### config.mk
export PLATFORM = sky130hd
export DESIGN_NAME = lock_core_arb
export DESIGN_NICKNAME = d
export VERILOG_FILES = /design/src/rtl/lock_core_pkg.sv /design/src/rtl/lock_rr_arb2.sv /design/src/rtl/lock_core_arb.sv
export SDC_FILE = /design/constraint.sdc
export NUM_CORES = 1
export LEC_CHECK = 0
export BUFFER_PORTS_ARGS = -buffer_cell sky130_fd_sc_hd__buf_4
export CORE_MARGIN = 2
export CORE_UTILIZATION = 47
export CTS_BUF_LIST = sky130_fd_sc_hd__clkbuf_16
export CTS_CLUSTER_SIZE = 20
export DETAILED_ROUTE_END_ITERATION = 7
export GPL_TIMING_DRIVEN = 1
export PLACE_DENSITY = 0.92
export SLEW_MARGIN = 20
export SYNTH_ARGS = -nofsm -noshare
export SYNTH_HDL_FRONTEND = slang
export SYNTH_SLANG_ARGS = --single-unit
### constraint.sdc
create_clock -name clk -period 2.35 [get_ports clk]
set_input_delay 0.47 -clock clk [delete_from_list [all_inputs] [get_ports clk]]
set_output_delay 0.47 -clock clk [all_outputs]
set_load 0.02 [all_outputs]
### src/rtl/lock_core_pkg.sv
// Shared types and default sizing for the locked-core arbiter.
package lock_core_pkg;

  typedef enum logic [1:0] {
    ST_IDLE  = 2'd0,
    ST_STEP  = 2'd1,
    ST_BLOCK = 2'd2
  } lca_state_e;

  localparam int unsigned XW_DEF         = 13;
  localparam int unsigned YW_DEF         = 18;
  localparam int unsigned STEP_LIMIT_DEF = 255;

endpackage

### src/rtl/lock_rr_arb2.sv
// Two-way round-robin grant; the pointer favours requester 0 after reset or clear.
module lock_rr_arb2 (
  input  logic       clk,
  input  logic       rst,
  input  logic       clr_i,
  input  logic       en_i,
  input  logic [1:0] elig_i,
  output logic [1:0] gnt_o
);

  logic rr_q, rr_d;

  always_comb begin
    gnt_o = 2'b00;
    if (en_i) begin
      if (elig_i == 2'b11) gnt_o = rr_q ? 2'b10 : 2'b01;
      else                 gnt_o = elig_i;
    end
    rr_d = rr_q;
    if (clr_i)         rr_d = 1'b0;
    else if (gnt_o[0]) rr_d = 1'b1;
    else if (gnt_o[1]) rr_d = 1'b0;
  end

  always_ff @(posedge clk or posedge rst) begin
    if (rst) rr_q <= 1'b0;
    else     rr_q <= rr_d;
  end

endmodule

### src/rtl/lock_core_arb.sv
// Shares one key-locked FSM core between two requesters, one core step per cycle.
// Optional step budget enabled by defining LCA_STEP_LIMIT_EN.
//
// state    | meaning (disposition of the previous cycle)
// ST_IDLE  | no grant, nothing pending
// ST_STEP  | a requester was granted a core step
// ST_BLOCK | a request was pending but no requester was eligible
module lock_core_arb
  import lock_core_pkg::*;
#(
  parameter int unsigned STEP_LIMIT = STEP_LIMIT_DEF,
  parameter int unsigned XW         = XW_DEF,
  parameter int unsigned YW         = YW_DEF
) (
  input  logic          clk,
  input  logic          rst,
  input  logic          soft_clr,
  input  logic          key_load,
  input  logic          key_in,
  input  logic          req0_valid,
  input  logic          req1_valid,
  input  logic [XW-1:0] req0_x,
  input  logic [XW-1:0] req1_x,
  output logic          req0_ready,
  output logic          req1_ready,
  output logic          rsp0_valid,
  output logic          rsp1_valid,
  output logic [YW-1:0] rsp0_y,
  output logic [YW-1:0] rsp1_y,
  input  logic          rsp0_ready,
  input  logic          rsp1_ready,
  output logic [XW-1:0] core_x,
  output logic          core_key,
  output logic          core_step,
  output logic          core_rst,
  input  logic [YW-1:0] core_y,
  output logic          limit_hit
);

  lca_state_e    state_q, state_d;
  logic          key_q, key_d, key_ok_q, key_ok_d;
  logic [1:0]    rsp_v_q, rsp_v_d;
  logic [YW-1:0] rsp0_y_q, rsp0_y_d, rsp1_y_q, rsp1_y_d;
  logic [1:0]    crst_q, crst_d;
  logic [1:0]    elig, gnt;
  logic          grant_en, pend;

  // core_rst covers the soft_clr cycle itself plus one trailing cycle
  assign core_rst   = soft_clr | crst_q[1];
  assign elig[0]    = req0_valid & (~rsp_v_q[0] | rsp0_ready);
  assign elig[1]    = req1_valid & (~rsp_v_q[1] | rsp1_ready);
  assign grant_en   = key_ok_q & ~core_rst & ~limit_hit;
  assign pend       = req0_valid | req1_valid;

  lock_rr_arb2 u_rr (
    .clk    (clk),
    .rst    (rst),
    .clr_i  (soft_clr),
    .en_i   (grant_en),
    .elig_i (elig),
    .gnt_o  (gnt)
  );

  assign req0_ready = gnt[0];
  assign req1_ready = gnt[1];
  assign core_step  = |gnt;
  assign core_x     = gnt[0] ? req0_x : (gnt[1] ? req1_x : '0);
  assign core_key   = key_q;
  assign rsp0_valid = rsp_v_q[0];
  assign rsp1_valid = rsp_v_q[1];
  assign rsp0_y     = rsp0_y_q;
  assign rsp1_y     = rsp1_y_q;

`ifdef LCA_STEP_LIMIT_EN
  logic [15:0] cnt_q, cnt_d;

  always_comb begin
    cnt_d = cnt_q;
    if (soft_clr)                        cnt_d = '0;
    else if (core_step && ~&cnt_q)       cnt_d = cnt_q + 16'd1;
  end

  always_ff @(posedge clk or posedge rst) begin
    if (rst) cnt_q <= '0;
    else     cnt_q <= cnt_d;
  end

  assign limit_hit = (cnt_q == 16'(STEP_LIMIT));
`else
  assign limit_hit = 1'b0;
`endif

  always_comb begin
    key_d    = key_q;
    key_ok_d = key_ok_q;
    rsp_v_d  = rsp_v_q;
    rsp0_y_d = rsp0_y_q;
    rsp1_y_d = rsp1_y_q;
    crst_d   = {crst_q[0], 1'b0};
    if (soft_clr) begin
      key_ok_d = 1'b0;
      rsp_v_d  = 2'b00;
      crst_d   = 2'b10;
    end else begin
      if (key_load && !key_ok_q) begin
        key_d    = key_in;
        key_ok_d = 1'b1;
      end
      if (rsp_v_q[0] && rsp0_ready) rsp_v_d[0] = 1'b0;
      if (rsp_v_q[1] && rsp1_ready) rsp_v_d[1] = 1'b0;
      if (gnt[0]) begin
        rsp_v_d[0] = 1'b1;
        rsp0_y_d   = core_y;
      end
      if (gnt[1]) begin
        rsp_v_d[1] = 1'b1;
        rsp1_y_d   = core_y;
      end
    end
  end

  always_comb begin
    state_d = state_q;
    case (state_q)
      ST_IDLE, ST_STEP: state_d = core_step ? ST_STEP : (pend ? ST_BLOCK : ST_IDLE);
      ST_BLOCK: begin
        if (core_step) state_d = ST_STEP;
        else if (!pend) state_d = ST_IDLE;
      end
      default: state_d = ST_IDLE;
    endcase
  end

  always_ff @(posedge clk or posedge rst) begin
    if (rst) begin
      state_q  <= ST_IDLE;
      key_q    <= 1'b0;
      key_ok_q <= 1'b0;
      rsp_v_q  <= 2'b00;
      rsp0_y_q <= '0;
      rsp1_y_q <= '0;
      crst_q   <= 2'b11;
    end else begin
      state_q  <= state_d;
      key_q    <= key_d;
      key_ok_q <= key_ok_d;
      rsp_v_q  <= rsp_v_d;
      rsp0_y_q <= rsp0_y_d;
      rsp1_y_q <= rsp1_y_d;
      crst_q   <= crst_d;
    end
  end

endmodule
==> results.json, run 1 <==
{
  "synth_area_leader_cell": "dfrtp_1",
  "drtPass1Iterations": 4,
  "report.final.slew_viol_count": 0,
  "min_path_type": "input port to async pin",
  "period_minus_slack_ps": 2155,
  "fin_ws_ps": 194.8,
  "wl_per_cell_microns": 15.42,
  "pre_cts_ws_ps": 177.3,
  "fill_cells": 280,
  "gp_congestion": 0.6672,
  "cts_setup_buffers": 0,
  "ir_drop_uv": 603.1,
  "worstMarginPinSlew_ps": 578.2,
  "p_leak_nw": 1.484,
  "htree_levels": 2,
  "syn_inst": 156,
  "maxSlewHeadroom_pct": 61.21,
  "antenna_found_initial": 0,
  "avgSynthCellArea_sq_um": 12.59,
  "routed_wl_microns": 4888,
  "max_cap_violations": 0,
  "met3WireLength_microns": 616,
  "synth_top_area_share_pct": 52.23,
  "grt_pass1_vias": 1574,
  "crit_type": "flop to output port",
  "grt.total_usage_pct": 21.12,
  "ys_seq_area_share_pct": 54.90,
  "synth_area_sq_mm": 0.001964,
  "via_count": 1619,
  "crit_arrival_ps": 1690,
  "cts.sinks": 43,
  "grt_setup_unrepaired": "false",
  "crit_path_end_kind": "output port",
  "drtIter0Drc": 45,
  "power_density_mw_per_mm2": 761.1,
  "hold_viol": 0,
  "antenna_left": 0,
  "tns_ps": 0,
  "critPathMaxFanout": 9,
  "wl_met2_microns": 2416,
  "maxUsedRoutingLayer": "met4",
  "fin_total_pwr_mw": 2.263,
  "start_util_pct": 49.11,
  "fin_nets": 320,
  "start_kind": "flop",
  "clockBufferDepth": 2,
  "synthFlopType": "dfrtp_1",
  "io_buffers": 108,
  "grt_first_pass_wirelength_microns": 7141,
  "numCtsBuffers": 5,
  "wl_met1_microns": 1815,
  "setup_viol": 0,
  "grt_max_degree": 29,
  "vias_per_cell": 5.107,
  "worstSkewPairLatency_ps": 280,
  "diodes": 0,
  "crit_required_ps": 1880,
  "holdWs_ps": 182.2,
  "yosys_warnings": 0,
  "root_buffer": "clkbuf_16",
  "io_pins": 110,
  "synth_edf_count": 0,
  "die_x_microns": 68.65,
  "async_flop_share_pct": 100.0,
  "timing.fmax_mhz": 464.0,
  "critPathLaunch": "rsp_v_q[1]",
  "clock_skew_ps": 7.839,
  "synth_seq_cells": 43,
  "post-dp-hpwl_microns": 3652,
  "synth.most_common_cell": "dfrtp_1",
  "coreArea_sq_mm": 0.004000,
  "synthTopCellsByArea": "dfrtp_1 52%, mux2_4 14%, mux2_2 11%",
  "row_count": 23,
  "r2r-start": "crst_q[1]",
  "area_growth_pct": 51.34,
  "die_h_microns": 68.65,
  "yosys.cell_types.count": 25,
  "min_period_over_period_pct": 91.71,
  "die_area_sq_mm": 0.004713,
  "clk_pin_slew_ps": 60,
  "status": "finished clean",
  "drc": 0,
  "netlist_top_cells_count": "41 x dfrtp_1, 31 x nand2_1, 19 x mux2_2, 18 x mux2_4, 14 x o22ai_1",
  "final_layout_size_suffix_gt1_share_pct": 62.17,
  "tritoncts": "done",
  "grt_overflow": 0
}
-- layout make-up --
class	count	area [sq um]	area share [%]
Timing Repair Buffer	113	873.3	29.38
Multi-Input combinational cell	101	813.3	27.36
Sequential cell	43	1079	36.28
Clock inverter	2	8.758	0.2946
Clock buffer	5	125.1	4.209
Inverter	3	11.26	0.3788
Tap cell	50	62.56	2.104
-- cells in the final DEF (no fill, tap or decap), drive strengths merged, types with 2 or more instances in the layout --
cell    count
nand2      31
inv         2
buf       113
clkinv      3
conb        2
nor2        6
dfrtp      41
dfstp       2
mux2       37
o22ai      14
clkbuf      5
-- routing by layer --
metal | global-route usage (%) | up-vias
met5 | 0 | -
met4 | 6.750 | 0
met3 | 9.253 | 4
met2 | 37.86 | 90
met1 | 22.00 | 773
li1 | - | 752
-- power by group --
| part | internal, mW | switching, mW | leakage (nW) | total, mW |
|---|---|---|---|---|
| Sequential | 0.877 | 0.0781 | 0.549 | 0.955 |
| Combinational | 0.358 | 0.317 | 0.868 | 0.675 |
| Clock | 0.381 | 0.251 | 0.0671 | 0.633 |
| Total | 1.62 | 0.646 | 1.48 | 2.26 |
-- cells by family after synthesis --
family                 Yosys count  share of synthesized area (%)
DFF                             43                          54.90
AOI/OAI and AO/OA               18                          6.178
and+or+nand+nor                 44                          9.937
buffers and inverters           13                          4.140
muxes                           37                          24.65
other                            1                         0.1909
-- final timing paths --
path	end	slack [ps]	depth (start not counted)
max	core_x[7]	190	5
max reg2reg	rsp1_y[8]	590	5
min	rsp0_y[6]	180	2
min reg2reg	core_key	500	1
min in group clk	key_ok_q	420	2
max in group asynchronous	crst_q[1]	1540	3
-- per-stage QoR --
stage	std cells	util (%)	cell area, sq um
global placement	310	70.91	2836
finish	317	74.32	2973
CTS	317	74.26	2970
detailed placement	310	70.91	2836
global route	317	74.32	2973
floorplan	157	-	1968
-- flip-flops by register name (all words and copies together), names as in the netlist --
register   cells
rsp0_y        18
rsp1_y        18
crst_q         2
rsp_v_q        2
core_key       1
key_ok_q       1
u_rr.rr_q      1
-- what timing repair did --
action	CTS	global route
gates resized for setup	0	1
setup endpoints to repair	0	3
hold endpoints to repair	0	0
hold buffers	0	0
-- critical path: stages (launching register included) --
cell	delay, ps
dfrtp_1	370
nor2b_1	150
o211ai_2	410
buf_4	230
o22ai_1	80
buf_4	170
No activity file was read; power rests on OpenSTA's default activity.
==> run 2, diff against run 1 <==
Settings changed: BUFFER_PORTS_ARGS -buffer_cell sky130_fd_sc_hd__buf_4 to -buffer_cell sky130_fd_sc_hd__buf_2.
==> run 2 against run 1 <==
  * Die area unchanged
  * Clock power is essentially flat
  * Via count fell by 2.6%
  * Critical endpoint is now core_x[12]
  * Largest cell class unchanged
==> results.json, run 2 (synthesis results as in run 1) <==
{
  "status": "finished clean",
  "tns_ps": 0,
  "start_kind": "flop",
  "fin_ws_ps": 227.1,
  "die_x_microns": 68.65,
  "power_density_mw_per_mm2": 797.2,
  "worstSkewPairLatency_ps": 270,
  "crit_arrival_ps": 1650,
  "grt_overflow": 0,
  "hold_viol": 0,
  "clock_skew_ps": 4.602,
  "grt_first_pass_wirelength_microns": 6361,
  "fin_nets": 319,
  "final_common_cell": "buf_2",
  "fill_cells": 314,
  "root_buffer": "clkbuf_16",
  "htree_levels": 2,
  "coreArea_sq_mm": 0.004000,
  "wl_per_cell_microns": 13.50,
  "layout_common_cells": "108 x buf_2, 41 x dfrtp_1, 30 x nand2_1, 19 x mux2_2, 18 x mux2_4",
  "setup_viol": 0,
  "maxUsedRoutingLayer": "met4",
  "ir_drop_uv": 641.0,
  "grt_pass1_vias": 1489,
  "wl_met2_microns": 2119,
  "max_cap_violations": 0,
  "wl_met1_microns": 1692,
  "min_path_type": "input port to async pin",
  "routed_wl_microns": 4281,
  "io_pins": 110,
  "drtIter0Drc": 25,
  "drc": 0,
  "numCtsBuffers": 5,
  "met3WireLength_microns": 447,
  "maxSlewHeadroom_pct": 64.88,
  "crit_path_end_kind": "output port",
  "period_minus_slack_ps": 2123,
  "drtPass1Iterations": 4,
  "start_util_pct": 49.11,
  "vias_per_cell": 4.975,
  "via_count": 1577,
  "clk_pin_slew_ps": 60,
  "postCtsHoldBufs": 0,
  "grt.total_usage_pct": 18.63,
  "p_leak_nw": 1.423,
  "die_h_microns": 68.65,
  "grt_setup_unrepaired": "false",
  "antenna_found_initial": 0,
  "crit_type": "flop to output port",
  "worstMarginPinSlew_ps": 526.8,
  "tritoncts": "done",
  "timing.fmax_mhz": 471.1,
  "row_count": 23,
  "grt_max_degree": 44,
  "final_layout_size_suffix_gt1_share_pct": 61.42,
  "report.final.slew_viol_count": 0,
  "crit_required_ps": 1880,
  "min_period_over_period_pct": 90.34,
  "antenna_left": 0,
  "gp_congestion": 0.6663,
  "post-dp-hpwl_microns": 3178,
  "clockBufferDepth": 2,
  "die_area_sq_mm": 0.004713,
  "area_growth_pct": 37.32,
  "critPathMaxFanout": 13,
  "cts.sinks": 43,
  "pre_cts_ws_ps": 222.2,
  "diodes": 0,
  "io_buffers": 108
}
[run 2: changes by cell type in the layout (fill, tap and decap cells not counted), sizes merged]
cell / before / now
inv: 2 / 3
buf: 113 / 112
[run 2: stage by stage]
step                instances  cell area [sq um]  power (mW)  hold slack [ps]  utilization [%]
floorplan                 157               1968       1.309            496.8                -
global placement          309               2559       1.511            483.9            63.97
detailed placement        309               2559       1.529            486.0            63.97
CTS                       317               2695       2.171            329.6            67.38
global route              317               2698       2.257            364.4            67.44
finish                    317               2698       2.151            308.3            67.44
[run 2: critical path, stage by stage (launching register included)]
cell and delay (ps):
dfrtp_1 360, nor2b_1 160, and2b_1 270, nand2_2 180, o22ai_1 220, buf_2 190
[run 2: repair_timing]
item / in CTS / in global routing
endpoints found under the setup margin: 0 / 13
setup buffers: 0 / 0
gates resized for setup: 0 / 1
[run 2: worst paths after layout]
check,to,slack (ps),cells after the start,startpoint
max,core_x[12],230,5,rsp_v_q[1]
min,rsp1_y[14],310,3,rst
max reg2reg,rsp1_y[13],620,5,crst_q[1]
min reg2reg,rsp0_y[13],500,1,rsp0_y[13]
max in group asynchronous,crst_q[1],1660,3,rst
min in group clk,key_ok_q,430,3,key_load
[run 2: power breakdown]
| group | internal (mW) | total (mW) | switching, mW |
|---|---|---|---|
| combinational | 0.259 | 0.571 | 0.312 |
| sequential | 0.876 | 0.946 | 0.0694 |
| clock | 0.382 | 0.634 | 0.252 |
[run 2: final cells by class]
| type | count | area [sq um] | area share [%] |
|---|---|---|---|
| Timing Repair Buffer | 112 | 595.6 | 22.08 |
| Inverter | 3 | 11.26 | 0.4174 |
| Clock inverter | 3 | 11.26 | 0.4174 |
| Tap cell | 50 | 62.56 | 2.319 |
| Sequential cell | 43 | 1079 | 39.98 |
| Clock buffer | 5 | 125.1 | 4.638 |
| Multi-Input combinational cell | 101 | 813.3 | 30.15 |
[run 2: layer usage]
| layer | track usage [%] | up-vias |
|---|---|---|
| met5 | 0 | - |
| met4 | 6.750 | 0 |
| met3 | 6.006 | 2 |
| met2 | 34.50 | 80 |
| met1 | 19.49 | 734 |
| li1 | - | 761 |
